**config.mk**
```make
export PLATFORM = sky130hd
export DESIGN_NAME = serial_loader
export DESIGN_NICKNAME = d
export VERILOG_FILES = /design/src/rtl/serial_loader_pkg.sv /design/src/rtl/serial_loader_hex_char_decode.sv /design/src/rtl/serial_loader.sv
export SDC_FILE = /design/constraint.sdc
export NUM_CORES = 1
export LEC_CHECK = 0
export CAP_MARGIN = 20
export CORE_AREA = 3 3 67 131
export DETAILED_ROUTE_END_ITERATION = 10
export DIE_AREA = 0 0 70 134
export GPL_TIMING_DRIVEN = 0
export PLACE_DENSITY_LB_ADDON = 0.3
export RECOVER_POWER = 25
export SETUP_SLACK_MARGIN = 0.15
export SLEW_MARGIN = 20
export SYNTH_ARGS = -nofsm -noshare
export SYNTH_HDL_FRONTEND = slang
export SYNTH_SLANG_ARGS = --single-unit
export TNS_END_PERCENT = 50
```
**constraint.sdc**
```tcl
create_clock -name clk_1_43Hz -period 3.69 [get_ports clk_1_43Hz]
set_input_delay 0.369 -clock clk_1_43Hz [delete_from_list [all_inputs] [get_ports clk_1_43Hz]]
set_output_delay 0.369 -clock clk_1_43Hz [all_outputs]
set_load 0.05 [all_outputs]
```
**src/rtl/serial_loader_pkg.sv**
```systemverilog
// Shared definitions for the serial loader.
//   - ldr_state_t : parser state encoding (3 bits)
//   - CHR_*       : ASCII framing characters of the dump record format
package serial_loader_pkg;

  typedef enum logic [2:0] {
    LDR_IDLE = 3'd0,
    LDR_ADDR = 3'd1,
    LDR_DHI  = 3'd2,
    LDR_DLO  = 3'd3,
    LDR_WR   = 3'd4
  } ldr_state_t;

  localparam logic [7:0] CHR_DOLLAR = 8'h24;
  localparam logic [7:0] CHR_HASH   = 8'h23;
  localparam logic [7:0] CHR_SPACE  = 8'h20;
  localparam logic [7:0] CHR_CR     = 8'h0D;

endpackage

```
**src/rtl/serial_loader_hex_char_decode.sv**
```systemverilog
// Combinational ASCII hex digit classifier.
//   ch     : input ASCII character
//   is_hex : ch is a hex digit
//   value  : 4-bit digit value (0 when is_hex is low)
// Build option: SERIAL_LOADER_LOWERCASE_EN also accepts 'a'-'f'.
module hex_char_decode (
  input  logic [7:0] ch,
  output logic       is_hex,
  output logic [3:0] value
);

  always_comb begin
    is_hex = 1'b0;
    value  = 4'd0;
    if (ch >= 8'h30 && ch <= 8'h39) begin
      is_hex = 1'b1;
      value  = ch[3:0];
    end else if (ch >= 8'h41 && ch <= 8'h46) begin
      // 'A' is 0x41, so the low nibble plus 9 gives 10..15
      is_hex = 1'b1;
      value  = ch[3:0] + 4'd9;
    end
`ifdef SERIAL_LOADER_LOWERCASE_EN
    else if (ch >= 8'h61 && ch <= 8'h66) begin
      is_hex = 1'b1;
      value  = ch[3:0] + 4'd9;
    end
`endif
  end

endmodule

```
**src/rtl/serial_loader.sv**
```systemverilog
// Serial hex record loader: parses "$AAAA#HH HH ... HH<CR>" records arriving
// one ASCII character per handshake and turns each data byte into a RAM write.
//   clk_1_43Hz : clock, rising edge
//   RESET      : asynchronous, active-high reset
//   rx_data    : received ASCII character
//   rx_valid   : rx_data valid
//   rx_ready   : loader accepts rx_data this cycle (low only in the write cycle)
//   wr_en      : one-cycle RAM write strobe
//   wr_addr    : RAM byte address, stable while wr_en is high
//   wr_data    : RAM write data, stable while wr_en is high
//   busy       : a record is in progress
//   err        : sticky record error, cleared by the next '$' or RESET
//   rec_done   : one-cycle pulse on a record ending cleanly with CR
//   byte_cnt   : bytes written in the current/last record
// Build option: SERIAL_LOADER_LOWERCASE_EN (lowercase hex digits, see decoder).
//
// Handshake: a character is consumed on a rising edge where rx_valid and
// rx_ready are both high; rx_data/rx_valid are ignored otherwise, and the
// sender must hold rx_data stable until it is consumed.
module serial_loader
  import serial_loader_pkg::*;
#(
  parameter int ADDR_W      = 11,
  parameter int DATA_W      = 8,
  parameter int ADDR_DIGITS = 4
) (
  input  logic              clk_1_43Hz,
  input  logic              RESET,
  input  logic [7:0]        rx_data,
  input  logic              rx_valid,
  output logic              rx_ready,
  output logic              wr_en,
  output logic [ADDR_W-1:0] wr_addr,
  output logic [DATA_W-1:0] wr_data,
  output logic              busy,
  output logic              err,
  output logic              rec_done,
  output logic [7:0]        byte_cnt
);

  // The address shifter only needs the digits that can still reach wr_addr:
  // bits above ADDR_W would be truncated anyway, so keep the narrower width.
  localparam int SH_W = (ADDR_W < 4 * ADDR_DIGITS) ? ADDR_W : 4 * ADDR_DIGITS;

  ldr_state_t      state;
  logic [SH_W-1:0] addr_sh;
  logic [3:0]      nib;

  logic            is_hex;
  logic [3:0]      hex_val;
  logic            accept;

  hex_char_decode u_dec (
    .ch     (rx_data),
    .is_hex (is_hex),
    .value  (hex_val)
  );

  assign accept = rx_valid & rx_ready;

  always_ff @(posedge clk_1_43Hz or posedge RESET) begin
    if (RESET) begin
      state    <= LDR_IDLE;
      rx_ready <= 1'b1;
      wr_en    <= 1'b0;
      wr_addr  <= '0;
      wr_data  <= '0;
      busy     <= 1'b0;
      err      <= 1'b0;
      rec_done <= 1'b0;
      byte_cnt <= 8'd0;
      addr_sh  <= '0;
      nib      <= 4'd0;
    end else begin
      wr_en    <= 1'b0;
      rec_done <= 1'b0;

      if (state == LDR_WR) begin
        // Write strobe has been visible for exactly this cycle; advance.
        wr_addr  <= wr_addr + 1'b1;
        byte_cnt <= byte_cnt + 8'd1;
        state    <= LDR_DHI;
        rx_ready <= 1'b1;
      end else if (accept) begin
        if (rx_data == CHR_DOLLAR) begin
          // Start of record restarts parsing from any state.
          state    <= LDR_ADDR;
          busy     <= 1'b1;
          addr_sh  <= '0;
          byte_cnt <= 8'd0;
          err      <= 1'b0;
        end else begin
          case (state)
            LDR_IDLE: begin
              // Text between records is ignored.
            end
            LDR_ADDR: begin
              if (is_hex) begin
                addr_sh <= SH_W'({addr_sh, hex_val});
              end else if (rx_data == CHR_HASH) begin
                wr_addr <= ADDR_W'(addr_sh);
                state   <= LDR_DHI;
              end else begin
                err   <= 1'b1;
                busy  <= 1'b0;
                state <= LDR_IDLE;
              end
            end
            LDR_DHI: begin
              if (is_hex) begin
                nib   <= hex_val;
                state <= LDR_DLO;
              end else if (rx_data == CHR_SPACE) begin
                // Byte separator.
              end else if (rx_data == CHR_CR) begin
                rec_done <= 1'b1;
                busy     <= 1'b0;
                state    <= LDR_IDLE;
              end else begin
                err   <= 1'b1;
                busy  <= 1'b0;
                state <= LDR_IDLE;
              end
            end
            LDR_DLO: begin
              if (is_hex) begin
                wr_data  <= DATA_W'({nib, hex_val});
                wr_en    <= 1'b1;
                rx_ready <= 1'b0;
                state    <= LDR_WR;
              end else begin
                // Includes CR: the record had an odd nibble count.
                err   <= 1'b1;
                busy  <= 1'b0;
                state <= LDR_IDLE;
              end
            end
            default: begin
              busy     <= 1'b0;
              rx_ready <= 1'b1;
              state    <= LDR_IDLE;
            end
          endcase
        end
      end
    end
  end

endmodule

```
Word level (Yosys, flattened, before mapping)
Index checks and enable logic that the tools add are counted.
Widths: inputs -> output; s select.
- bits in registers: 50
- output and inout bits: 32
- add/subtract/negate cells: 3
- order comparisons: 4
- eq/ne operators: 22
- muxes and demuxes: 57
- bitwise logic cells: 3
- reduce and logical (&&, ||, !) cells: 20
- operators by type and width (operator ; count):
    $mux 11 ; 9
    $mux 1 ; 31
    $eq 8x6->1 const B ; 3
    $mux 8 ; 3
    $ne 3x3->1 const B ; 8
    $mux 3 ; 7
    $reduce_and 5->1 ; 3
    $pmux 3 s4 ; 1
    $reduce_and 4->1 ; 3
    $reduce_bool 2->1 ; 6
    $add 11x1->11 const B ; 1
    $reduce_and 9->1 ; 1
    $add 8x1->8 const B ; 1
    $eq 8x4->1 const B ; 1
    $ge 8x6->1 const B ; 1
    $ge 8x7->1 const B ; 1
    $le 8x6->1 const B ; 1
    $le 8x7->1 const B ; 1
    $mux 4 ; 2
    $reduce_and 8->1 ; 1
    $eq 3x2->1 const B ; 2
    $ne 5x5->1 const B ; 1
    $add 4x4->4 const B ; 1
    $ne 2x1->1 const B ; 2
    15 further kinds ; 18

Depth between registers and ports, before layout
Gate-level depths: netlist of run 1.
- depth in word-level cells: 9
- depth in mapped cells: 8
- depth with buffers taken out: 7

Modules after synthesis
A second synthesis of run 1 with hierarchy kept.
- cell total of the unflattened synthesis: 268
- area total of the unflattened synthesis: 2772.7 um^2
- modules (own cells, without submodules) (module ; instances ; cells an instance ; area each (um^2) ; sequential area each (um^2)):
    serial_loader ; 1 ; 244 ; 2601.2 ; 1252.5
    hex_char_decode ; 1 ; 24 ; 171.4 ; 0.0

Worst setup path after synthesis of run 1
No wires, ideal clock.
- kind: in2reg
- start point: input rx_data[1]
- end point: register wr_data[3]
- data arrival time: 1.872 ns
- required time: 3.565 ns
- slack: 1.693 ns
- cell stages on the path: 7
- buffers on the path: 1
- cell sequence: inv_1 > ha_1 > or3b_1 > and4_4 > o2111ai_4 > buf_6 > mux2_4
- longest elaborated chain between the ends: 5
- elaborated cells on any way between the ends: 14
- ends and longest elaborated chain (item ; RTL line ; source):
    from (decl) ; serial_loader.sv:29 ; input logic [7:0] rx_data,
    $ge 8x7->1 / $le 8x7->1 (equally long branches) ; serial_loader_hex_char_decode.sv:18 ; end else if (ch >= 8'h41 && ch <= 8'h46) begin
    $logic_and 1x1->1 ; serial_loader_hex_char_decode.sv:18 ;
    $mux 1 ; serial_loader_hex_char_decode.sv:18 ;
    $mux 1 ; serial_loader_hex_char_decode.sv:15 ; if (ch >= 8'h30 && ch <= 8'h39) begin
    $reduce_and 5->1 (no source line) ; n/a ;
    to (signal assigned) ; serial_loader.sv:127 ; wr_data <= DATA_W'({nib, hex_val});
    to (decl) ; serial_loader.sv:34 ; output logic [DATA_W-1:0] wr_data,
Parallel ways exist; a longest one is shown, timed or not.
A chain may end at the register's enable or synchronous reset.

Worst setup path after layout of run 1
- start point: input rx_data[0]
- end point: register wr_data[6]
- longest elaborated chain between the ends: 5
- elaborated cells on any way between the ends: 11
- ends and longest elaborated chain (item ; RTL line):
    $ge 8x7->1 / $le 8x7->1 (equally long branches) ; serial_loader_hex_char_decode.sv:18
    $logic_and 1x1->1 ; serial_loader_hex_char_decode.sv:18
    $mux 1 ; serial_loader_hex_char_decode.sv:18
    $mux 1 ; serial_loader_hex_char_decode.sv:15
    $reduce_and 5->1 (no source line) (*) ; n/a
Mark *: on every way between the ends. The rest lies on a longest branch, timed or not.

==> results of run 1 <==
[routing by layer]
| layer | wire length (um) | part of all wire (%) |
|---|---|---|
| met5 | 0 | 0 |
| met2 | 4010 | 57 |
| met1 | 2610 | 37 |
| met3 | 221 | 3.1 |
| met4 | 225 | 3.2 |
[layout by cell type, fill, tap and decap left out, types with 5 or more instances in the layout]
cell,synthesis,layout
nor2_1,23,23
nand3_1,12,12
a22o_1,10,10
buf_2,5,5
dfrtp_1,49,49
nand2_1,28,28
a31oi_1,8,8
ha_1,5,5
inv_1,7,7
clkdlybuf4s50_1,0,40
a21oi_1,13,13
clkbuf_16,0,5
o21ai_0,18,18
and3_1,8,8
[cell families (layout without fill, tap and decap cells)]
kind of cell	count (synthesis)	in the layout	synth area share [%]
AND/OR/NAND/NOR	100	100	20.2
buffers and inverters	19	69	4.09
XOR/XNOR	4	4	1.29
adder cells (fa/ha/maj)	5	5	2.30
multiplexers	9	9	4.13
flip-flops	50	50	46.0
AO/OA/AOI/OAI	83	83	22.0
[power breakdown]
group	leakage [nW]	total [mW]	switching, mW	internal [mW]
Combinational	0.793	0.346	0.211	0.135
Sequential	0.618	0.671	0.0580	0.613
Clock	0.0739	0.464	0.195	0.269
[state kept, by name, indices dropped and copies added, names as in the netlist]
signal	cells
nib	4
rec_done	1
rx_ready	1
err	1
wr_data	8
busy	1
wr_en	1
state	3
byte_cnt	8
wr_addr	11
addr_sh	11
[worst reg2reg max path: stages (launching register included)]
cell and delay [ns]:
dfrtp_1 0.40, buf_2 0.21, nor3b_2 0.55, nor2_1 0.22
o211ai_1 0.22, nor3_1 0.09, a22o_1 0.19
[layout make-up]
cell class              instances  share of cell area (%)
clock buffers                   7                    4.17
plain buffers                  11                    2.38
multi-input cells             201                    39.7
well taps                      96                    3.51
repair buffers                 42                    12.6
flip-flops and latches         50                    36.6
clock inverters                 1                   0.146
inverters                       8                   0.878
[Yosys cell counts (5+ instances only)]
cell type	instances	share of area [%]
o21ai_0	18	3.3
nor2_1	23	3.2
a31oi_1	8	1.8
dfrtp_1	49	45
a22o_1	10	3.2
and3_1	8	1.8
ha_1	5	2.3
nand3_1	12	2.2
a21oi_1	13	2.4
nand2_1	28	3.9
inv_1	7	0.96
buf_2	5	0.92
[worst min path at each step]
stage | startpoint | endpoint | slack (ns)
3_3_place_gp | addr_sh[9] | wr_addr[9] | 0.48
5_1_grt | rx_data[3] | nib[3] | 0.39
2_1_floorplan | rx_valid | rx_ready | 0.43
3_5_place_dp | addr_sh[1] | addr_sh[5] | 0.48
4_1_cts | rx_data[3] | nib[3] | 0.37
6_report | rx_data[3] | nib[3] | 0.37
==> results.json, run 1 <==
{
  "grt_pass1_vias": 2331,
  "syn_area_per_cell_um2": 10.1,
  "num_vias": 2314,
  "drv_cap": 0,
  "rrSetupSlack_ns": 1.71,
  "grt_pass1_wl_um": 11800,
  "cts_resized": 0,
  "grtUsageTotal_pct": 15.7,
  "area_growth_pct": 25.6,
  "h-tree-depth": 2,
  "endpoint_kind": "flop",
  "port_buffers": 41,
  "final_area_um2": 3420,
  "path_max_fanout": 10,
  "cp.required_ns": 3.87,
  "busiest_layer": "met2",
  "boundaryPins": 43,
  "grt_start_max_net_pins": 33,
  "drt_iter0_markers": 162,
  "ant_nets": 0,
  "cp.arrival_ns": 2.71,
  "fin_crit_ns": 2.53,
  "core_area_um2": 7940,
  "cp-endpoint": "wr_data[6]",
  "seq_area_frac_synth_pct": 46.0,
  "root_buffer": "clkbuf_16",
  "critical_path_buf_inv_count": 3,
  "ctsHoldBuffers": 0,
  "ys_ff_latch": 50,
  "rsz0062_at_grt": "no",
  "antenna_found_initial": 0,
  "finish.utilization_pct": 43.1,
  "nets": 335,
  "path_cells": "clkdlybuf4s50_1, inv_1, ha_1, or3b_1, and4_4, o2111ai_4, buf_6, mux2_4",
  "syn_area_um2": 2720,
  "met2_usage_pct": 29.3,
  "critPathTopFamily": "buffers and inverters",
  "ff_latch_area_um2": 1250,
  "totalWireLength_um": 7060,
  "reg2reg_to": "err",
  "cp.depth": 8,
  "placed_cells": 408,
  "synth_nets": 286,
  "synth_cell_types": 64,
  "status": "complete, no violations",
  "fin_ws_ns": 1.16,
  "fmax_mhz": 395,
  "cts_buffers": 5,
  "cts_sinks": 50,
  "grt_overflow_total": 0,
  "fillCellCount": 792,
  "crit_path_start": "rx_data[0]",
  "min_period_over_period_pct": 68.7,
  "tns_ns": 0,
  "use_met3_pct": 1.88,
  "power.leakage_nw": 1.49,
  "hold_class": "in2reg",
  "clock_path_buffers": 2,
  "dpl_cell_area_um2": 3270,
  "synth_ff_type": "dfrtp_1",
  "r2r_cells": 6,
  "die_w_um": 70,
  "slew_headroom_pct": 48.9,
  "gp_congestion": 0.903,
  "drc": 0,
  "holdPathStages": 2,
  "slew_violations": 0,
  "slowest_stage": "clkdlybuf4s50_1",
  "r2r-start": "state[1]",
  "ir_worst_vdd_uv": 163,
  "start_util_pct": 34.3,
  "clk_latency_ns": 0.29,
  "fin_skew_ns": 0.00450,
  "final_cells": 416,
  "hold_viol": 0,
  "via_per_inst": 5.56,
  "multi_input_area_um2": 1360,
  "die_h_um": 134,
  "insertedDiodeCount": 0,
  "dr.pass1.iters": 4,
  "die_area_um2": 9380,
  "async_reset_ff_share_pct": 100,
  "cts_setup_buffers": 0,
  "ys_warn_count": 0,
  "path_class": "in2reg",
  "synth_edf_count": 0,
  "max_stage_delay_ns": 0.54,
  "fp-row-count": 46,
  "cts_tree": "built",
  "wire_per_inst_um": 17.0,
  "tightest_slew_ns": 0.766,
  "finalSetupViolations": 0,
  "grt.met1_usage_pct": 16.8,
  "drive_gt1_share_pct": 13.4,
  "worstSetupStartpointType": "input pin",
  "whs_ns": 0.375,
  "dp_slack_ns": 0.855,
  "power.density_nw_per_um2": 433,
  "synthCells": 270,
  "power_mw": 1.48,
  "clk_pin_slew_ns": 0.06,
  "dp_hpwl_um": 5480
}
No activity file was read; power rests on OpenSTA's default activity.
==> run 2: changes to the inputs <==
==> constraint.sdc (replaced) <==
create_clock -name clk_1_43Hz -period 2.25 [get_ports clk_1_43Hz]
set_input_delay 0.225 -clock clk_1_43Hz [delete_from_list [all_inputs] [get_ports clk_1_43Hz]]
set_output_delay 0.225 -clock clk_1_43Hz [all_outputs]
set_load 0.05 [all_outputs]
==> results.json, run 2 (synthesis gave the netlist of run 1 again) <==
{
  "status": "complete, no violations",
  "drive_gt1_share_pct": 14.9,
  "fmax_mhz": 501,
  "core_area_um2": 7940,
  "start_util_pct": 34.3,
  "grt_pass1_wl_um": 11800,
  "p_sw_mw": 0.766,
  "die_area_um2": 9380,
  "slew_violations": 0,
  "final_cell_mix": "dfrtp_1 (49), clkdlybuf4s50_1 (38), nand2_1 (28)",
  "clock_path_buffers": 2,
  "rrSetupSlack_ns": 0.34,
  "min_period_over_period_pct": 88.8,
  "cts_sinks": 50,
  "worstSetupStartpointType": "input pin",
  "drt_iter0_markers": 169,
  "insertedDiodeCount": 0,
  "use_met3_pct": 1.88,
  "num_vias": 2319,
  "fin_crit_ns": 2.00,
  "gp_congestion": 0.903,
  "crit_path_start": "rx_data[0]",
  "port_buffers": 41,
  "drc": 0,
  "wire_per_inst_um": 17.0,
  "fin_skew_ns": 0.00472,
  "grt_overflow_total": 0,
  "root_buffer": "clkbuf_16",
  "tightest_slew_ns": 0.804,
  "grt.met1_usage_pct": 16.9,
  "die_h_um": 134,
  "p_seq_share_pct": 45.3,
  "path_max_fanout": 8,
  "power_mw": 2.43,
  "clk_latency_ns": 0.29,
  "hold_viol": 0,
  "cp-endpoint": "wr_data[6]",
  "nets": 337,
  "grt_start_max_net_pins": 33,
  "die_w_um": 70,
  "reg2reg_to": "wr_addr[7]",
  "via_per_inst": 5.55,
  "cp.required_ns": 2.43,
  "dr.pass1.iters": 4,
  "hold_class": "in2reg",
  "rsz0062_at_grt": "yes",
  "cp.arrival_ns": 2.17,
  "antenna_found_initial": 0,
  "p_clk_share_pct": 31.3,
  "path_class": "in2reg",
  "busiest_layer": "met2",
  "r2r-start": "state[1]",
  "clk_pin_slew_ns": 0.06,
  "ir_worst_vdd_uv": 264,
  "boundaryPins": 43,
  "cts_tree": "built",
  "totalWireLength_um": 7090,
  "power.density_nw_per_um2": 705,
  "met2_usage_pct": 29.3,
  "power.leakage_nw": 1.49,
  "finalSetupViolations": 0,
  "grt_pass1_vias": 2338,
  "top_regs": "addr_sh: 11 flops, wr_addr: 11 flops",
  "dp_hpwl_um": 5480,
  "cts_buffers": 5,
  "fp-row-count": 46,
  "finish.utilization_pct": 43.4,
  "area_growth_pct": 26.6,
  "drv_cap": 0,
  "ant_nets": 0,
  "r2r_cells": 7,
  "internal-power_mw": 1.67,
  "mostFrequentLayoutCell": "dfrtp_1",
  "share_comb_of_total_power_pct": 23.4,
  "grtUsageTotal_pct": 15.8,
  "slew_headroom_pct": 46.4,
  "power.share.switching_pct": 31.5,
  "endpoint_kind": "flop",
  "h-tree-depth": 2
}
==> run 2: how the worst min path moves through the flow <==
stage	start	to	slack, ns	depth (start not counted)
floorplan	rx_valid	rx_ready	0.29	1
global placement	addr_sh[9]	wr_addr[9]	0.48	2
detailed placement	addr_sh[1]	addr_sh[5]	0.48	1
CTS	rx_data[3]	nib[3]	0.23	2
global route	rx_data[3]	nib[3]	0.24	2
finish	rx_data[3]	nib[3]	0.23	2
==> run 2: critical path, stage by stage <==
cell and delay [ns]:
dlygate4sd2_1 0.32, inv_1 0.14, ha_4 0.19, or3b_1 0.39
and4_4 0.21, o2111ai_4 0.22, buf_6 0.17, mux2_4 0.30
==> run 2: per-layer routing <==
layer  routed length (um)  vias to the layer above
met2                 4010                       54
met3                  214                       17
li1                     -                     1105
met5                    0                        -
met1                 2600                     1143
met4                  256                        0
==> run 2: timing repair <==
action / 4_1_cts / 5_1_grt
endpoints found under the setup margin: 21 / 10
hold buffers: 0 / 0
gates resized for setup: 4 / 3
buffers inserted: 2 / 0
==> run 2: stage by stage <==
| stage | instance area [um2] | std cells | worst slack, ns | setup TNS, ns | hold WS [ns] |
|---|---|---|---|---|---|
| after floorplan | 2720 | 270 | 0.397 | 0 | 0.287 |
| final | 3450 | 418 | 0.252 | 0 | 0.233 |
| after CTS | 3450 | 418 | 0.253 | 0 | 0.228 |
| after detailed placement | 3270 | 408 | -0.441 | -8.26 | 0.483 |
| after global routing | 3450 | 418 | 0.116 | 0 | 0.244 |
| after global placement | 3250 | 407 | -0.432 | -17.68 | 0.477 |
==> run 2: final cells by class <==
| type | instances | area, um2 |
|---|---|---|
| Fill cell | 792 | 4490 |
| Clock buffer | 7 | 143 |
| Sequential cell | 50 | 1250 |
| Clock inverter | 1 | 5.00 |
| Timing Repair Buffer | 44 | 428 |
| Tap cell | 96 | 120 |
| Inverter | 8 | 30.0 |
| Buffer | 11 | 81.3 |
| Multi-Input combinational cell | 201 | 1390 |
==> run 2: power groups by stage <==
stage / Combinational [mW] / Sequential (mW) / Clock [mW]
global route: 0.620 / 1.12 / 0.823
CTS: 0.574 / 1.10 / 0.787
detailed placement: 0.570 / 1.12 / 0
finish: 0.568 / 1.10 / 0.761
floorplan: 0.295 / 1.20 / 0
global placement: 0.555 / 1.11 / 0
